--- config.mk ---
export PLATFORM = sky130hd
export DESIGN_NAME = pipeline_hazard_sequencer
export DESIGN_NICKNAME = d
export VERILOG_FILES = /design/src/rtl/pipeline_hazard_sequencer.sv
export SDC_FILE = /design/constraint.sdc
export NUM_CORES = 1
export LEC_CHECK = 0
export BUFFER_PORTS_ARGS = -buffer_cell sky130_fd_sc_hd__buf_2
export CORE_MARGIN = 2
export CORE_UTILIZATION = 51
export DETAILED_ROUTE_END_ITERATION = 6
export HOLD_SLACK_MARGIN = 0.12
export PLACE_DENSITY = 0.9
export SKIP_CTS_REPAIR_TIMING = 1
export SYNTH_ARGS = -nofsm -noshare
export SYNTH_HDL_FRONTEND = slang
export SYNTH_SLANG_ARGS = --single-unit
--- constraint.sdc ---
create_clock -name clk -period 3.45 [get_ports clk]
set_input_delay 0.345 -clock clk [delete_from_list [all_inputs] [get_ports clk]]
set_output_delay 0.345 -clock clk [all_outputs]
set_load 0.01 [all_outputs]
--- src/rtl/pipeline_hazard_sequencer.sv ---
`default_nettype none
// +----------------------------------------------------------------------------+
// | Module   : pipeline_hazard_sequencer                                        |
// | Purpose  : Hazard control for an N-stage in-order pipeline. Turns per-stage |
// |            hold requests, early/late PC redirects and active-list recovery  |
// |            into per-register stall/flush and PC overload controls. Holds    |
// |            one pending redirect, runs a RUN/RECOVER/DRAIN sequencer and a   |
// |            fetch-starvation watchdog.                                       |
// | Ports    : clk, rst_n (sync, active low)                                    |
// |            hold_req_i[N]      per-stage hold requests                       |
// |            early_valid_i/early_target_i  decode-stage redirect              |
// |            late_valid_i/late_target_i    execute-stage recovery redirect    |
// |            recover_req_i/recover_done_i/recover_pc_i  active-list recovery  |
// |            stall_o[N], flush_o[N]         pipeline register controls        |
// |            load_pc_we_o/load_pc_new_pc_o  PC register overload              |
// |            recovering_o, wdog_timeout_o   status                            |
// | Revision : 1.0  initial release                                             |
// +----------------------------------------------------------------------------+
module pipeline_hazard_sequencer #(
  parameter int NUM_STAGES   = 6,
  parameter int ADDR_WIDTH   = 32,
  parameter int EARLY_STAGE  = 1,
  parameter int LATE_STAGE   = 4,
  parameter int ISSUE_STAGE  = 2,
  parameter int DRAIN_CYCLES = 2,
  parameter int WDOG_LIMIT   = 1023
) (
  input  logic                  clk,
  input  logic                  rst_n,
  input  logic [NUM_STAGES-1:0] hold_req_i,
  input  logic                  early_valid_i,
  input  logic [ADDR_WIDTH-1:0] early_target_i,
  input  logic                  late_valid_i,
  input  logic [ADDR_WIDTH-1:0] late_target_i,
  input  logic                  recover_req_i,
  input  logic                  recover_done_i,
  input  logic [ADDR_WIDTH-1:0] recover_pc_i,
  output logic [NUM_STAGES-1:0] stall_o,
  output logic [NUM_STAGES-1:0] flush_o,
  output logic                  load_pc_we_o,
  output logic [ADDR_WIDTH-1:0] load_pc_new_pc_o,
  output logic                  recovering_o,
  output logic                  wdog_timeout_o
);

  localparam int DRAIN_W = $clog2(DRAIN_CYCLES + 1);
  localparam int WDOG_W  = $clog2(WDOG_LIMIT + 1);

  typedef enum logic [1:0] {
    ST_RUN     = 2'd0,
    ST_RECOVER = 2'd1,
    ST_DRAIN   = 2'd2
  } state_e;

  state_e                  state_q, state_d;
  logic                    pend_valid_q, pend_valid_d;
  logic                    pend_late_q, pend_late_d;
  logic [ADDR_WIDTH-1:0]   pend_target_q, pend_target_d;
  logic [DRAIN_W-1:0]      drain_q, drain_d;
  logic [WDOG_W-1:0]       wdog_q, wdog_d;
  logic                    wdog_timeout_q, wdog_timeout_d;

  logic [NUM_STAGES-1:0]   base_stall, base_flush, hold_masked;
  logic                    req_valid, req_late, req_free;
  logic [ADDR_WIDTH-1:0]   req_target;
  int                      req_stage;

  // A register holds whenever it or anything downstream of it holds.
  function automatic logic [NUM_STAGES-1:0] hold_to_stall(input logic [NUM_STAGES-1:0] h);
    logic [NUM_STAGES-1:0] s;
    s = '0;
    s[NUM_STAGES-1] = h[NUM_STAGES-1];
    for (int i = NUM_STAGES - 2; i >= 0; i--) s[i] = h[i] | s[i+1];
    return s;
  endfunction

  // A stage that holds while its consumer advances must hand over a bubble.
  function automatic logic [NUM_STAGES-1:0] hold_to_flush(input logic [NUM_STAGES-1:0] h,
                                                          input logic [NUM_STAGES-1:0] s);
    logic [NUM_STAGES-1:0] f;
    f = '0;
    for (int i = 1; i < NUM_STAGES; i++) f[i] = h[i-1] & ~s[i];
    return f;
  endfunction

  assign base_stall = hold_to_stall(hold_req_i);
  assign base_flush = hold_to_flush(hold_req_i, base_stall);

  always_ff @(posedge clk) begin
    if (!rst_n) begin
      state_q        <= ST_RUN;
      pend_valid_q   <= 1'b0;
      pend_late_q    <= 1'b0;
      pend_target_q  <= '0;
      drain_q        <= '0;
      wdog_q         <= '0;
      wdog_timeout_q <= 1'b0;
    end else begin
      state_q        <= state_d;
      pend_valid_q   <= pend_valid_d;
      pend_late_q    <= pend_late_d;
      pend_target_q  <= pend_target_d;
      drain_q        <= drain_d;
      wdog_q         <= wdog_d;
      wdog_timeout_q <= wdog_timeout_d;
    end
  end

  always_comb begin
    state_d          = state_q;
    pend_valid_d     = pend_valid_q;
    pend_late_d      = pend_late_q;
    pend_target_d    = pend_target_q;
    drain_d          = drain_q;
    stall_o          = base_stall;
    flush_o          = base_flush;
    load_pc_we_o     = 1'b0;
    load_pc_new_pc_o = '0;
    req_valid        = 1'b0;
    req_late         = 1'b0;
    req_target       = '0;
    req_stage        = EARLY_STAGE;
    req_free         = 1'b0;
    hold_masked      = hold_req_i;

    case (state_q)
      ST_RUN: begin
        if (recover_req_i) begin
          // Recovery supersedes any redirect, pending or new.
          state_d      = ST_RECOVER;
          pend_valid_d = 1'b0;
        end else begin
          // A new late redirect always wins; a pending entry shadows new early ones.
          if (late_valid_i) begin
            req_valid  = 1'b1;
            req_late   = 1'b1;
            req_target = late_target_i;
          end else if (pend_valid_q) begin
            req_valid  = 1'b1;
            req_late   = pend_late_q;
            req_target = pend_target_q;
          end else if (early_valid_i) begin
            req_valid  = 1'b1;
            req_late   = 1'b0;
            req_target = early_target_i;
          end
          req_stage = req_late ? LATE_STAGE : EARLY_STAGE;
          // The redirecting instruction must be able to leave its stage.
          req_free = 1'b1;
          for (int i = 0; i < NUM_STAGES; i++) begin
            if (i == req_stage + 1 && base_stall[i]) req_free = 1'b0;
          end
          if (req_valid && req_free) begin
            for (int i = 0; i < NUM_STAGES; i++) begin
              if (i <= req_stage) hold_masked[i] = 1'b0;
            end
            stall_o = hold_to_stall(hold_masked);
            flush_o = hold_to_flush(hold_masked, stall_o);
            for (int i = 1; i < NUM_STAGES; i++) begin
              if (i <= req_stage) flush_o[i] = 1'b1;
            end
            load_pc_we_o     = 1'b1;
            load_pc_new_pc_o = req_target;
            pend_valid_d     = 1'b0;
          end else if (req_valid) begin
            pend_valid_d  = 1'b1;
            pend_late_d   = req_late;
            pend_target_d = req_target;
          end
        end
      end

      ST_RECOVER: begin
        // Front end frozen; the first register past issue drains as bubbles.
        for (int i = 0; i < NUM_STAGES; i++) begin
          if (i <= ISSUE_STAGE) begin
            stall_o[i] = 1'b1;
            flush_o[i] = 1'b0;
          end else if (i == ISSUE_STAGE + 1) begin
            flush_o[i] = ~base_stall[i];
          end
        end
        if (recover_done_i) begin
          load_pc_we_o     = 1'b1;
          load_pc_new_pc_o = recover_pc_i;
          stall_o[0]       = 1'b0;
          for (int i = 1; i < NUM_STAGES; i++) begin
            if (i <= ISSUE_STAGE) flush_o[i] = 1'b1;
          end
          // This cycle is the first bubble cycle of the drain window.
          if (DRAIN_CYCLES > 1) begin
            state_d = ST_DRAIN;
            drain_d = DRAIN_W'(DRAIN_CYCLES - 1);
          end else begin
            state_d = ST_RUN;
          end
        end
      end

      ST_DRAIN: begin
        for (int i = 1; i < NUM_STAGES; i++) begin
          if (i <= ISSUE_STAGE) flush_o[i] = 1'b1;
        end
        if (recover_req_i) begin
          state_d = ST_RECOVER;
        end else if (drain_q <= DRAIN_W'(1)) begin
          state_d = ST_RUN;
        end else begin
          drain_d = drain_q - DRAIN_W'(1);
        end
      end

      default: state_d = ST_RUN;
    endcase

    recovering_o = (state_q != ST_RUN);

    if (stall_o[0]) begin
      wdog_d = (wdog_q == WDOG_W'(WDOG_LIMIT)) ? wdog_q : wdog_q + WDOG_W'(1);
    end else begin
      wdog_d = '0;
    end
    wdog_timeout_d = wdog_timeout_q | (wdog_d == WDOG_W'(WDOG_LIMIT));
  end

  assign wdog_timeout_o = wdog_timeout_q;

endmodule
`default_nettype wire
# After elaboration in Yosys (flattened, before gate mapping)
# Cells that the tools add are included.
classes:
  add_sub_neg: 3
  order_cmp: 7
  n_eq_ne: 14
  n_mux: 84
  bitwise_logic: 33
  reduce_logical: 16
op_table:
  columns: ["operator", "n"]
  rows:
  - ["32-bit 2-to-1 mux", 6]
  - ["3-bit by 32-bit == test with 1-bit output (first input constant)", 2]
  - ["32-bit one-hot mux with 2 select lines", 1]
  - ["1-bit 2-to-1 mux", 54]
  - ["2-bit by 32-bit == test with 1-bit output (first input constant)", 1]
  - ["4-bit by 32-bit == test with 1-bit output (first input constant)", 1]
  - ["32-bit logical NOT", 1]
  - ["6-bit 2-to-1 mux", 4]
  - ["10-bit == test (second input constant)", 2]
  - ["10-bit 2-to-1 mux", 2]
  - ["2-bit 2-to-1 mux", 9]
  - ["1-bit NOT", 12]
  - ["2-bit one-hot mux with 3 select lines", 2]
  - ["1-bit bitwise OR", 11]
  - ["10-bit by 1-bit adder with 10-bit output (second input constant)", 1]
  - ["1-bit AND", 10]
  - ["2-bit != test (second input constant)", 4]
  - ["4-bit AND reduction", 2]
  - ["1-bit logical AND", 7]
  - ["1-bit by 3-bit <= comparator with 1-bit output (first input constant)", 2]
  - ["2-bit by 3-bit <= comparator with 1-bit output (first input constant)", 2]
  - ["3-bit <= comparator (first input constant)", 2]
  - ["3-bit 2-to-1 mux", 2]
  - ["3-bit one-hot mux with 2 select lines", 1]
  - ["other kinds (14)", 16]
word_totals:
  ff_bits: 49
  inputBits: 108
  out_inout_bits: 47
  word_cells: 164

# Longest topological paths before layout
logic_depth:
  ltp_word: 31
  depth_mapped: 8
  ltp_nobuf: 7

# Worst setup path before layout
# OpenSTA, ideal clock, no wires.
synth_path:
  path_kind: "input to output"
  from: "in hold_req_i[4]"
  to: "out load_pc_new_pc_o[0]"
  arrival_time_ns: 1.691
  setup_slack_ns: 1.413
  cell_stages: 6
  n_path_buf: 1
  cell_sequence: "nor4_2 o211a_2 nor2_1 nor3_4 buf_2 a22o_1"
synth_via:
  elab_chain_cells: 18
synth_lines:
  columns: ["item", "line", "rtl"]
  rows:
  - ["start, declared", "30", "input logic [NUM_STAGES-1:0] hold_req_i,"]
  - ["1-bit bitwise OR (*)", "73", "for (int i = NUM_STAGES - 2; i >= 0; i--) s[i] = h[i] | s[i+1];"]
  - ["1-bit bitwise OR (4 in a row)", "73", null]
  - ["1-bit logical AND", "151", "if (i == req_stage + 1 && base_stall[i]) req_free = 1'b0;"]
  - ["1-bit 2-to-1 mux (4 in a row)", "151", null]
  - ["1-bit 2-to-1 mux (*) (2 in a row)", "151", null]
  - ["1-bit 2-to-1 mux (*)", "128", "if (recover_req_i) begin"]
  - ["1-bit 2-to-1 mux (*)", "126", "case (state_q)"]
  - ["1-bit logical AND (*)", "153", "if (req_valid && req_free) begin"]
  - ["32-bit 2-to-1 mux (*)", "153", null]
  - ["32-bit 2-to-1 mux (*)", "128", null]
  - ["32-bit one-hot mux with 2 select lines (*)", "126", null]
  - ["end, declared", "41", "output logic [ADDR_WIDTH-1:0] load_pc_new_pc_o,"]
# Mark *: on every way between the ends. The rest lies on a longest branch, timed or not. The select of a mux whose other input is x is not followed.

# Final worst setup path
layout_path:
  from: "reg pend_valid_q"
  to: "out load_pc_new_pc_o[31]"
layout_via:
  elab_chain_cells: 20
layout_lines:
  columns: ["item", "line", "rtl"]
  rows:
  - ["start, declared", "56", "logic pend_valid_q, pend_valid_d;"]
  - ["start signal, assigned", "100", "pend_valid_q <= pend_valid_d;"]
  - ["1-bit 2-to-1 mux", "138", "end else if (pend_valid_q) begin"]
  - ["1-bit 2-to-1 mux", "134", "if (late_valid_i) begin"]
  - ["1-bit 2-to-1 mux", "128", null]
  - ["1-bit 2-to-1 mux", "126", null]
  - ["3-bit 2-to-1 mux", "147", "req_stage = req_late ? LATE_STAGE : EARLY_STAGE;"]
  - ["3-bit by 1-bit adder with 4-bit output", "151", null]
  - ["32-bit logical NOT", "151", null]
  - ["1-bit logical AND", "151", null]
  - ["1-bit 2-to-1 mux (6 in a row)", "151", null]
  - ["1-bit 2-to-1 mux", "128", null]
  - ["1-bit 2-to-1 mux", "126", null]
  - ["1-bit logical AND", "153", null]
  - ["32-bit 2-to-1 mux (*)", "153", null]
  - ["32-bit 2-to-1 mux (*)", "128", null]
  - ["32-bit one-hot mux with 2 select lines (*)", "126", null]
# Marked as above.

==> run_results.csv <==
group,metric,value,unit
run_status,status,"completed",
synth,synth-warning-count,0,
global_routing,grtUsageMet1,0.282,
cts,cts_root_buf,"clkbuf_8",
worst_setup_path,reg2reg_depth,6,
worst_hold_path,hold_path.class,"primary input to register",
detailed_routing,routed_via_density,5.79,
worst_setup_path,slowest_delay,440,ps
worst_setup_path,cp_num_cells,7,
cts,clk_latency,300,ps
sta,finClkSkew,2.66,ps
cells_and_area,final_area,4120,um^2
synth,synth-seq-cells,49,
die,start_util,0.524,
worst_setup_path,rrSetupSlack,1140,ps
worst_setup_path,crit_type,"register to output port",
synth,yosysUniqueCellTypes,55,
cells_and_area,layout_common_cells,"buf_2, nand2_1, dfxtp_1",
worst_setup_path,worstSetupEndpointType,"output port",
cells_and_area,syn_to_final_growth,23.8,%
synth,syn_nets,525,
synth,synth-edff-count,0,
detailed_routing,first_pass_iters,5,
sta,slew_headroom,0.370,
power_and_ir_drop,peakVddDrop,265,uV
global_routing,met2_usage,0.457,
power_and_ir_drop,total_power,1.32,mW
sta,setup_ws,819,ps
worst_setup_path,path_common_cell,"nor2_1",
worst_setup_path,crit_fanout,33,
cts,cts_made_buffers,5,
synth,yosys_most_used_dff,"dfxtp_1",
sta,hold_slack,453,ps
global_routing,grt_pass1_wl,14700,um
place,placed_area,4020,um^2
global_routing,busiest_layer,"met2",
worst_setup_path,required,3110,ps
detailed_routing,drc,0,
die,die_h,84.8,um
detailed_routing,ant_nets,0,
place,place.gp.congestion,0.869,
cells_and_area,fin_nets,651,
global_routing,use_met3,0.0462,
cts,cts_num_sinks,49,
worst_setup_path,r2r_end,"pend_target_q[1]",
synth,syn_area_per_cell,8.02,um^2
sta,min_period_over_period,0.763,
global_routing,grt_max_degree,53,
sta,rsz0062_at_grt,"no",
global_routing,gr-usage-all-layers,0.247,
place,port_buffers,153,
cts,cts_tree,"yes",
sta,setup_viol,0,
synth,syn_inst,415,
worst_setup_path,crit_end,"load_pc_new_pc_o[31]",
cts,htreeDepth,2,
power_and_ir_drop,p_leak,1.83,nW
cells_and_area,final_core_util,0.649,
detailed_routing,via_count,3585,
detailed_routing,wl,9060,um
cells_and_area,drive_gt1_frac,0.327,
die,dieArea,7190,um^2
detailed_routing,routedWlPerCell,14.6,um
worst_setup_path,critical-path-slowest-cell,"dfxtp_1",
cells_and_area,seqCellArea,981,um^2
worst_setup_path,r2r-start,"state_q[1]",
cells_and_area,final_common_cell,"buf_2",
sta,tns,0,ps
worst_setup_path,path_cells,"a21oi_1 > nor2_1 > nor2_1 > nor3_4 > buf_4 > a22o_1 > buf_2",
sta,finalCriticalPeriod,2630,ps
power_and_ir_drop,power.density,321,nW/um^2
sta,hold_viol_final,0,
die,core-area,6350,um^2
synth,ys_seq_area_frac,0.295,
worst_setup_path,cp_top_family,"simple AND/OR/NAND/NOR gates",
job,drv_cap,0,
die,rows,29,
cts,cts_buffer_depth,2,
global_routing,grt_pass1_vias,3338,
detailed_routing,drt_iter0_drc,119,
synth,netlist_area,3330,um^2
cells_and_area,fillCellCount,553,
worst_setup_path,startpoint_type,"register",
worst_setup_path,arrival,2290,ps
die,io_pins,155,
cells_and_area,final_cells,619,
cells_and_area,multi_input_area,2110,um^2
die,die_w,84.8,um
global_routing,antenna_found_initial,0,
synth,ys_async_sr_fraction,0,
sta,fmax,380,MHz
place,dp_slack,839,ps
place,place_hpwl,6560,um
sta,worst_pin_slew,936,ps
worst_setup_path,path_buf_inv,2,
cells_and_area,n_antenna_cell,0,
worst_setup_path,startpoint,"pend_valid_q",
place,dp.cells,611,
sta,final-max-slew-violation-count,0,
cts,clkTransAtPathRegs,90,ps
global_routing,grt_overflow,0,
-- cells in the mapped netlist, types with 2 or more instances --
master     n  area share
buf_2      6      0.0090
and2_1     4      0.0075
o21ai_0   38       0.057
a31oi_1    3      0.0056
and4_1     2      0.0053
o41ai_1    2      0.0053
buf_1      3      0.0034
or2_2      2      0.0038
a22oi_1   31       0.070
nand3_1    7       0.011
clkbuf_1  24       0.027
buf_4      2      0.0045
mux2i_1   32       0.096
dfxtp_1   49        0.29
buf_12     3       0.018
nor3_1     6      0.0090
nor2b_1   37       0.070
nor2_1    19       0.021
a21oi_1   10       0.015
buf_6      2      0.0068
o22ai_1    2      0.0038
xor2_1     2      0.0053
inv_1      5      0.0056
a21o_1     2      0.0045
nand2_1   50       0.056
ha_1       2      0.0075
a22o_1    32       0.084
and3_1     4      0.0075
a211oi_1   4      0.0090
o21a_1     4      0.0090
nand4_1    2      0.0038
-- routing by layer --
| layer | wire, um | part of all wire |
|---|---|---|
| met1 | 3690 | 0.41 |
| met5 | 0 | 0 |
| met4 | 157 | 0.017 |
| met3 | 509 | 0.056 |
| met2 | 4700 | 0.52 |
-- sequential cells by signal (all words and copies together) (netlist names) --
name / flops
pend_target_q: 32
wdog_q: 10
drain_q: 2
state_q: 2
pend_late_q: 1
pend_valid_q: 1
wdog_timeout_o: 1
-- where the power goes --
part / total [mW] / internal [mW] / switching [mW]
Clock: 0.367 / 0.181 / 0.186
Combinational: 0.342 / 0.160 / 0.182
Sequential: 0.613 / 0.591 / 0.0217
-- tightest hold or removal path: cells and delay by family --
family	cells	cell delay, ps
compound gates	1	60
simple gates	1	100
buf+inv	1	210
-- cell type report --
cell class	count	share of cell area
Clock buffer	7	0.0234
Clock inverter	1	0.00121
Inverter	5	0.00456
Multi-Input combinational cell	321	0.513
Sequential cell	49	0.238
Tap cell	77	0.0234
Timing Repair Buffer	159	0.197
-- cell families (layout without fill, tap and decap cells) --
family / count (synthesis) / in the layout / synth area share
AO/OA/AOI/OAI: 139 / 139 / 0.293
XOR/XNOR: 3 / 3 / 0.00789
adder cells (fa/ha/maj): 2 / 2 / 0.00751
buffers and inverters: 45 / 172 / 0.0744
flip-flops: 49 / 49 / 0.295
multiplexers: 32 / 32 / 0.0962
other: 1 / 1 / 0.00113
AND/OR/NAND/NOR: 144 / 144 / 0.225
-- worst min-delay path by stage --
stage	cells after the start	slack (ps)	endpoint	from
after floorplan	2	450	pend_late_q	pend_late_q
after global placement	2	440	wdog_timeout_o	wdog_timeout_o
after detailed placement	2	440	wdog_timeout_o	wdog_timeout_o
after CTS	3	440	pend_late_q	late_valid_i
after global routing	3	480	pend_late_q	late_valid_i
final	3	450	pend_late_q	late_valid_i
Note: power is estimated with default switching activity, not from simulation.
